<file path="src/rtl/spi_apb_xfer_seq.sv">
// APB master that sequences a GRLIB spictrl: one mode write, then per word a
// transmit write, event polls, a receive read and a valid/ready hand-back.
module spi_apb_xfer_seq #(
    parameter logic [31:0] PADDR_BASE = 32'h0000_0000,
    parameter int unsigned POLL_LIMIT = 1024
) (
    input  logic        clk,
    input  logic        rst,
    input  logic [31:0] cfg_mode,
    input  logic        cfg_valid,
    output logic        cfg_done,
    input  logic [31:0] tx_data,
    input  logic        tx_valid,
    output logic        tx_ready,
    output logic [31:0] rx_data,
    output logic        rx_valid,
    input  logic        rx_ready,
    output logic        err,
    output logic        apb_psel,
    output logic        apb_penable,
    output logic        apb_pwrite,
    output logic [31:0] apb_paddr,
    output logic [31:0] apb_pwdata,
    input  logic [31:0] apb_prdata,
    input  logic        apb_pready,
    input  logic        apb_pslverr
);

    typedef enum logic [2:0] {
        S_IDLE, S_CFG, S_RUN, S_WAIT_NF, S_TX, S_WAIT_NE, S_RX, S_HOLD
    } state_e;

    typedef enum logic [1:0] {PH_SETUP, PH_ACCESS, PH_GAP} phase_e;

    localparam logic [15:0] POLL_LIMIT_C = 16'(POLL_LIMIT);

    state_e      state_q, state_d;
    phase_e      phase_q, phase_d;
    logic        psel_q, psel_d;
    logic        penable_q, penable_d;
    logic        pwrite_q, pwrite_d;
    logic [31:0] paddr_q, paddr_d;
    logic [31:0] pwdata_q, pwdata_d;
    logic [15:0] poll_q, poll_d;
    logic [31:0] rx_data_q, rx_data_d;
    logic        err_q, err_d;
    logic        cfg_done_q, cfg_done_d;

    logic        xfer_done;
    logic        setup_req;
    state_e      setup_state;
    logic [15:0] poll_inc;

    function automatic logic [31:0] reg_offset(input state_e s);
        case (s)
            S_CFG:              return 32'h20;
            S_WAIT_NF, S_WAIT_NE: return 32'h24;
            S_TX:               return 32'h30;
            S_RX:               return 32'h34;
            default:            return 32'h00;
        endcase
    endfunction

    assign xfer_done = psel_q && penable_q && apb_pready;
    assign poll_inc  = poll_q + 16'd1;

    always_ff @(posedge clk) begin
        if (rst) begin
            state_q    <= S_IDLE;
            phase_q    <= PH_GAP;
            psel_q     <= 1'b0;
            penable_q  <= 1'b0;
            pwrite_q   <= 1'b0;
            paddr_q    <= 32'h0;
            pwdata_q   <= 32'h0;
            poll_q     <= 16'h0;
            rx_data_q  <= 32'h0;
            err_q      <= 1'b0;
            cfg_done_q <= 1'b0;
        end else begin
            state_q    <= state_d;
            phase_q    <= phase_d;
            psel_q     <= psel_d;
            penable_q  <= penable_d;
            pwrite_q   <= pwrite_d;
            paddr_q    <= paddr_d;
            pwdata_q   <= pwdata_d;
            poll_q     <= poll_d;
            rx_data_q  <= rx_data_d;
            err_q      <= err_d;
            cfg_done_q <= cfg_done_d;
        end
    end

    always_comb begin
        state_d     = state_q;
        phase_d     = phase_q;
        psel_d      = psel_q;
        penable_d   = penable_q;
        pwrite_d    = pwrite_q;
        paddr_d     = paddr_q;
        pwdata_d    = pwdata_q;
        poll_d      = poll_q;
        rx_data_d   = rx_data_q;
        err_d       = err_q;
        cfg_done_d  = 1'b0;
        setup_req   = 1'b0;
        setup_state = S_IDLE;

        // Shared APB phase sequencing; a finished transfer parks in PH_GAP so
        // the following SETUP is always preceded by one idle cycle.
        if (state_q inside {S_CFG, S_WAIT_NF, S_TX, S_WAIT_NE, S_RX}) begin
            case (phase_q)
                PH_SETUP: begin
                    penable_d = 1'b1;
                    phase_d   = PH_ACCESS;
                end
                PH_ACCESS: begin
                    if (apb_pready) begin
                        psel_d    = 1'b0;
                        penable_d = 1'b0;
                        phase_d   = PH_GAP;
                        if (apb_pslverr) err_d = 1'b1;
                    end
                end
                default: begin
                    setup_req   = 1'b1;
                    setup_state = state_q;
                end
            endcase
        end

        case (state_q)
            S_IDLE: begin
                if (cfg_valid) begin
                    setup_req   = 1'b1;
                    setup_state = S_CFG;
                end
            end
            S_CFG: begin
                if (xfer_done) begin
                    cfg_done_d = 1'b1;
                    state_d    = S_RUN;
                end
            end
            S_RUN: begin
                if (tx_valid) begin
                    setup_req   = 1'b1;
                    setup_state = S_WAIT_NF;
                    poll_d      = 16'h0;
                end
            end
            S_WAIT_NF: begin
                if (xfer_done) begin
                    poll_d = poll_inc;
                    if (apb_prdata[8]) begin
                        state_d = S_TX;
                    end else if (poll_inc == POLL_LIMIT_C) begin
                        err_d   = 1'b1;
                        state_d = S_RUN;
                    end
                end
            end
            S_TX: begin
                if (xfer_done) begin
                    state_d = S_WAIT_NE;
                    poll_d  = 16'h0;
                end
            end
            S_WAIT_NE: begin
                if (xfer_done) begin
                    poll_d = poll_inc;
                    if (apb_prdata[9]) begin
                        state_d = S_RX;
                    end else if (poll_inc == POLL_LIMIT_C) begin
                        err_d   = 1'b1;
                        state_d = S_RUN;
                    end
                end
            end
            S_RX: begin
                if (xfer_done) begin
                    rx_data_d = apb_prdata;
                    state_d   = S_HOLD;
                end
            end
            S_HOLD: begin
                if (rx_ready) state_d = S_RUN;
            end
            default: state_d = S_IDLE;
        endcase

        if (setup_req) begin
            state_d   = setup_state;
            phase_d   = PH_SETUP;
            psel_d    = 1'b1;
            penable_d = 1'b0;
            paddr_d   = PADDR_BASE + reg_offset(setup_state);
            pwrite_d  = (setup_state == S_CFG) || (setup_state == S_TX);
            pwdata_d  = (setup_state == S_CFG) ? cfg_mode :
                        (setup_state == S_TX)  ? tx_data  : 32'h0;
        end
    end

    always_comb begin
        apb_psel    = psel_q;
        apb_penable = penable_q;
        apb_pwrite  = pwrite_q;
        apb_paddr   = paddr_q;
        apb_pwdata  = pwdata_q;
        cfg_done    = cfg_done_q;
        err         = err_q;
        rx_data     = rx_data_q;
        rx_valid    = (state_q == S_HOLD);
        // The word is consumed on the edge that ends the transmit ACCESS; a
        // reset on that edge wins, so the handshake is withheld.
        tx_ready    = (state_q == S_TX) && (phase_q == PH_ACCESS) && apb_pready && !rst;
    end

endmodule

</file>
<file path="config.mk">
export PLATFORM = sky130hd
export DESIGN_NAME = spi_apb_xfer_seq
export DESIGN_NICKNAME = d
export VERILOG_FILES = /design/src/rtl/spi_apb_xfer_seq.sv
export SDC_FILE = /design/constraint.sdc
export NUM_CORES = 1
export LEC_CHECK = 0
export ABC_AREA = 1
export BUFFER_PORTS_ARGS = -buffer_cell sky130_fd_sc_hd__buf_2
export CAP_MARGIN = 0
export CORE_MARGIN = 5
export CORE_UTILIZATION = 45
export DETAILED_ROUTE_END_ITERATION = 6
export PLACE_DENSITY = 0.77
export SYNTH_ARGS = -nofsm -noshare
export SYNTH_HDL_FRONTEND = slang
export SYNTH_SLANG_ARGS = --single-unit
</file>
<file path="constraint.sdc">
create_clock -name clk -period 3.1 [get_ports clk]
set_input_delay 0.465 -clock clk [delete_from_list [all_inputs] [get_ports clk]]
set_output_delay 0.465 -clock clk [all_outputs]
set_load 0.02 [all_outputs]
</file>
Word-level counts from Yosys, hierarchy flattened
Index checks and enable logic that the tools add are counted.
{"block": "word_totals", "output_inout_bits": 103, "regBits": 122, "elab_cells": 115}
{"block": "op_classes", "bitwise_logic": 1, "n_addsub": 1, "n_eq_ne": 25, "reduce_logical": 28, "mux": 48}
{"operator": "$mux W32", "n": 2}
{"operator": "$mux W16", "n": 3}
{"operator": "$pmux W16 S3", "n": 1}
{"operator": "$mux W3", "n": 14}
{"operator": "$pmux W6 S4", "n": 1}
{"operator": "$eq A3 B3 Y1 const B", "n": 7}
{"operator": "$mux W1", "n": 18}
{"operator": "$ne A3 B3 Y1 const B", "n": 6}
{"operator": "$pmux W3 S6", "n": 1}
{"operator": "$add A16 B1 Y16 const B", "n": 1}
{"operator": "$eq A16 B11 Y1 const B", "n": 1}
{"operator": "$reduce_or A2 Y1", "n": 5}
{"operator": "$eq A3 B2 Y1 const B", "n": 3}
{"operator": "$reduce_and A3 Y1", "n": 3}
{"operator": "$reduce_bool A2 Y1", "n": 4}
{"operator": "$reduce_and A7 Y1", "n": 1}
{"operator": "$reduce_bool A7 Y1", "n": 1}
{"operator": "$eq A3 B1 Y1 const B", "n": 2}
{"operator": "$mux W2", "n": 3}
{"operator": "$ne A2 B2 Y1 const B", "n": 3}
{"operator": "$pmux W1 S2", "n": 3}
{"operator": "$pmux W3 S2", "n": 1}
{"operator": "$reduce_bool A3 Y1", "n": 2}
{"operator": "$logic_and A1 B1 Y1", "n": 5}
{"operator": "12 further kinds", "n": 12}

Depth between registers and ports, before layout
{"block": "logic_depth", "word_depth": 9, "mapped_depth": 15, "depth_no_buf": 15}

Worst setup path after synthesis
OpenSTA, ideal clock, no wires.
{"block": "synth_timing", "path_type": "register to output", "from": "register state_q[2]", "to": "output tx_ready", "arrival_ps": 1242, "required_time_ps": 2635, "setup_slack_ps": 1393, "path_buffers": 0, "stages_incl_launch_ff": 7, "cell_sequence": "dfxtp_1 > inv_2 > nor2_2 > inv_2 > nor2_2 > inv_1 > nor3_1"}
{"block": "synth_via", "elab_chain_cells": 4}
{"item": "from (decl)", "line": "37", "source": "state_e state_q, state_d;"}
{"item": "from (signal assigned)", "line": "81", "source": "state_q <= state_d;"}
{"item": "$eq A3 B3 Y1", "line": "217", "source": "tx_ready = (state_q == S_TX) && (phase_q == PH_ACCESS) && apb_pready && !rst;"}
{"item": "$logic_and A1 B1 Y1 (3 in a row)", "line": "217"}
{"item": "to (decl)", "line": "14", "source": "output logic tx_ready,"}
Every way passes these cells.

Worst setup path after layout
Same ends and word-level chain as after synthesis.

==> flow_summary.toml <==
[run_status]
status = "completed"

[job]
cap_violations = 0

[cells_and_area]
n_antenna_cell = 0
nNetsFinal = 956
syn_to_final_growth_pct = 22.96
layout_commonest_cell = "nand2_1"
layout-drive-gt1-share_pct = 27.69
design_area_um2 = 5649
final_cell_mix = "nand2_1 (189), buf_2 (176), nor2_1 (107)"

[synthesis]
yosys_warnings = 0
synth_top_area_share_pct = 40.09
ys_seq_area_share_pct = 40.09
synth_top_cell_by_area = "dfxtp_1"
avgSynthCellArea_um2 = 6.707
syn_area_um2 = 4594
synth_top_cells_by_area = "dfxtp_1 (40%), nand2_1 (15%), nor2_1 (8.7%)"
synthCells = 685
synth.distinct_cells = 33
yosys_register_bits = 92

[die]
start_util_pct = 46.58
dieArea_um2 = 12330
die_y_um = 111.0
rows = 36
core-area_um2 = 9864
ioPinCount = 206
dieWidth_um = 111.0

[global_routing]
antenna_found_initial = 0
overflow = 0
grt_pass1_vias = 4215
grt_max_degree = 46
grt_pass1_wl_um = 19820
grt_usage_pct = 19.25

[drt]
ant_nets = 0
drc = 0
routed_wl_um = 11950
dr.pass1.iters = 7
vias = 4556
vias_per_cell = 4.607
wl_per_cell_um = 12.09
drt_iter0_drc = 363

[placed_design]
hpwl_um = 9044
place.gp.congestion = 0.8637
placed_area_um2 = 5420
io_buffers = 176

[worst_setup_path]
critPathKind = "register to output pin"
startpoint_type = "register"
cp.arrival_ns = 1.62
worst_path_max_delay_cell = "dfxtp_1"
cpPeakStageDelay_ns = 0.45
cp_cell_sequence = "inv_2 > nor2_2 > inv_2 > nor2_2 > inv_1 > nor3_1 > buf_2"
cp_max_fo = 5
cp.required_ns = 2.63
cp-end-kind = "output pin"

[clocking]
postCtsSetupRepairBufs = 0
clkLatencyLatePin_ns = 0.37
cts_buffers = 9
cts.sinks = 92
cts_tree = "yes"
clkTransAtPathRegs_ns = 0.10
h-tree-depth = 3
cts_buffer_depth = 2
cts_root_buffer = "clkbuf_8"
ctsResizeCount = 0
cts_hold_buf = 0

[timing]
fmax_mhz = 478.6
min_period_ns = 2.090
worst_pin_slew_ns = 0.6199
period_share_pct = 67.40
fin_tns_setup_ns = 0
rsz0062_at_grt = "no"
slew_headroom_pct = 58.62
hold_viol_final = 0
setup-violations-final = 0
final.setup_skew_ns = 0.009810
slew_violations = 0

[power]
power_density_nw_per_um2 = 537.7
p_leak_nw = 3.027
vdd_drop_max_mv = 0.2540

[hold_path]
holdCritPathClass = "input pin to register"
[flip-flops by register name (all words and copies together), names as in the netlist, 3 cells and up]
| signal | count |
|---|---|
| apb_paddr | 3 |
| poll_q | 16 |
| rx_data | 32 |
| state_q | 3 |
| apb_pwdata | 32 |
[cell type report]
type                            instances  area (um2)
Sequential cell                        92        1842
Clock inverter                          7       105.1
Clock buffer                            9       123.9
Tap cell                              133       166.4
Inverter                               79       301.5
Multi-Input combinational cell        488        2192
Fill cell                             992        4215
Timing Repair Buffer                  181       918.4
[logic make-up (layout without fill, tap and decap cells)]
group | count (synthesis) | in the layout | synth area share (%)
buf+inv | 133 | 276 | 14.49
compound gates | 74 | 74 | 8.824
other cells | 1 | 29 | 0.08162
xor+xnor | 4 | 4 | 0.7627
simple gates | 379 | 379 | 35.21
fa+ha+maj | 2 | 2 | 0.5446
flops | 92 | 92 | 40.09
[Yosys cell counts]
master,count
clkbuf_1,11
a21oi_1,21
conb_1,1
nand2_1,189
nand3_1,50
buf_2,6
inv_4,2
nor2_4,4
nand2_2,7
dfxtp_1,92
xor2_1,1
nor4_1,1
buf_6,4
a21oi_2,3
inv_2,9
o21ai_0,43
ha_1,2
xnor2_1,3
inv_1,68
nand4_1,4
nand3b_1,2
a221o_2,1
o21ai_2,2
nor3_1,3
nor2_2,6
nand3_2,3
nor3b_1,1
nor2_8,1
o31ai_1,1
buf_4,33
a22oi_1,3
nand2_4,1
nor2_1,107
[metrics by stage]
stage	total power, mW	instances	utilization, %	hold WS, ns	setup slack [ns]
global placement	2.138	973	54.95	0.4522	1.174
finish	3.038	989	57.27	0.3373	1.010
CTS	3.073	989	57.27	0.3233	0.9681
floorplan	1.954	713	-	0.4532	1.393
global route	3.243	989	57.27	0.3221	0.8157
detailed placement	2.142	973	54.95	0.4589	1.098
[where the power goes]
group / internal (mW) / switching [mW] / total, mW
Combinational: 0.254 / 0.533 / 0.786
Sequential: 1.28 / 0.0491 / 1.32
Clock: 0.467 / 0.460 / 0.926
Total: 2.00 / 1.04 / 3.04
[metal layers]
metal | track usage (%) | vias to the layer above | part of all wire, %
li1 | - | 2393 | -
met1 | 23.32 | 1958 | 42
met2 | 30.83 | 190 | 45
met3 | 8.133 | 15 | 12
met4 | 6.488 | 0 | 1.7
met5 | 0 | - | 0
[critical path, delay by kind of cell (launching register included)]
kind	cells	cell delay, ns
buf+inv	4	0.44
flops	1	0.45
simple gates	3	0.37
[worst paths after layout]
path	start	endpoint	slack, ns	depth (start not counted)
setup / recovery	state_q[2]	tx_ready	1.01	7
hold reg to reg	apb_paddr[4]	apb_paddr[4]	0.48	2
hold / removal	apb_prdata[18]	rx_data[18]	0.34	3
setup reg to reg	poll_q[1]	state_q[2]	1.06	14
(Power assumes the default switching activity.)
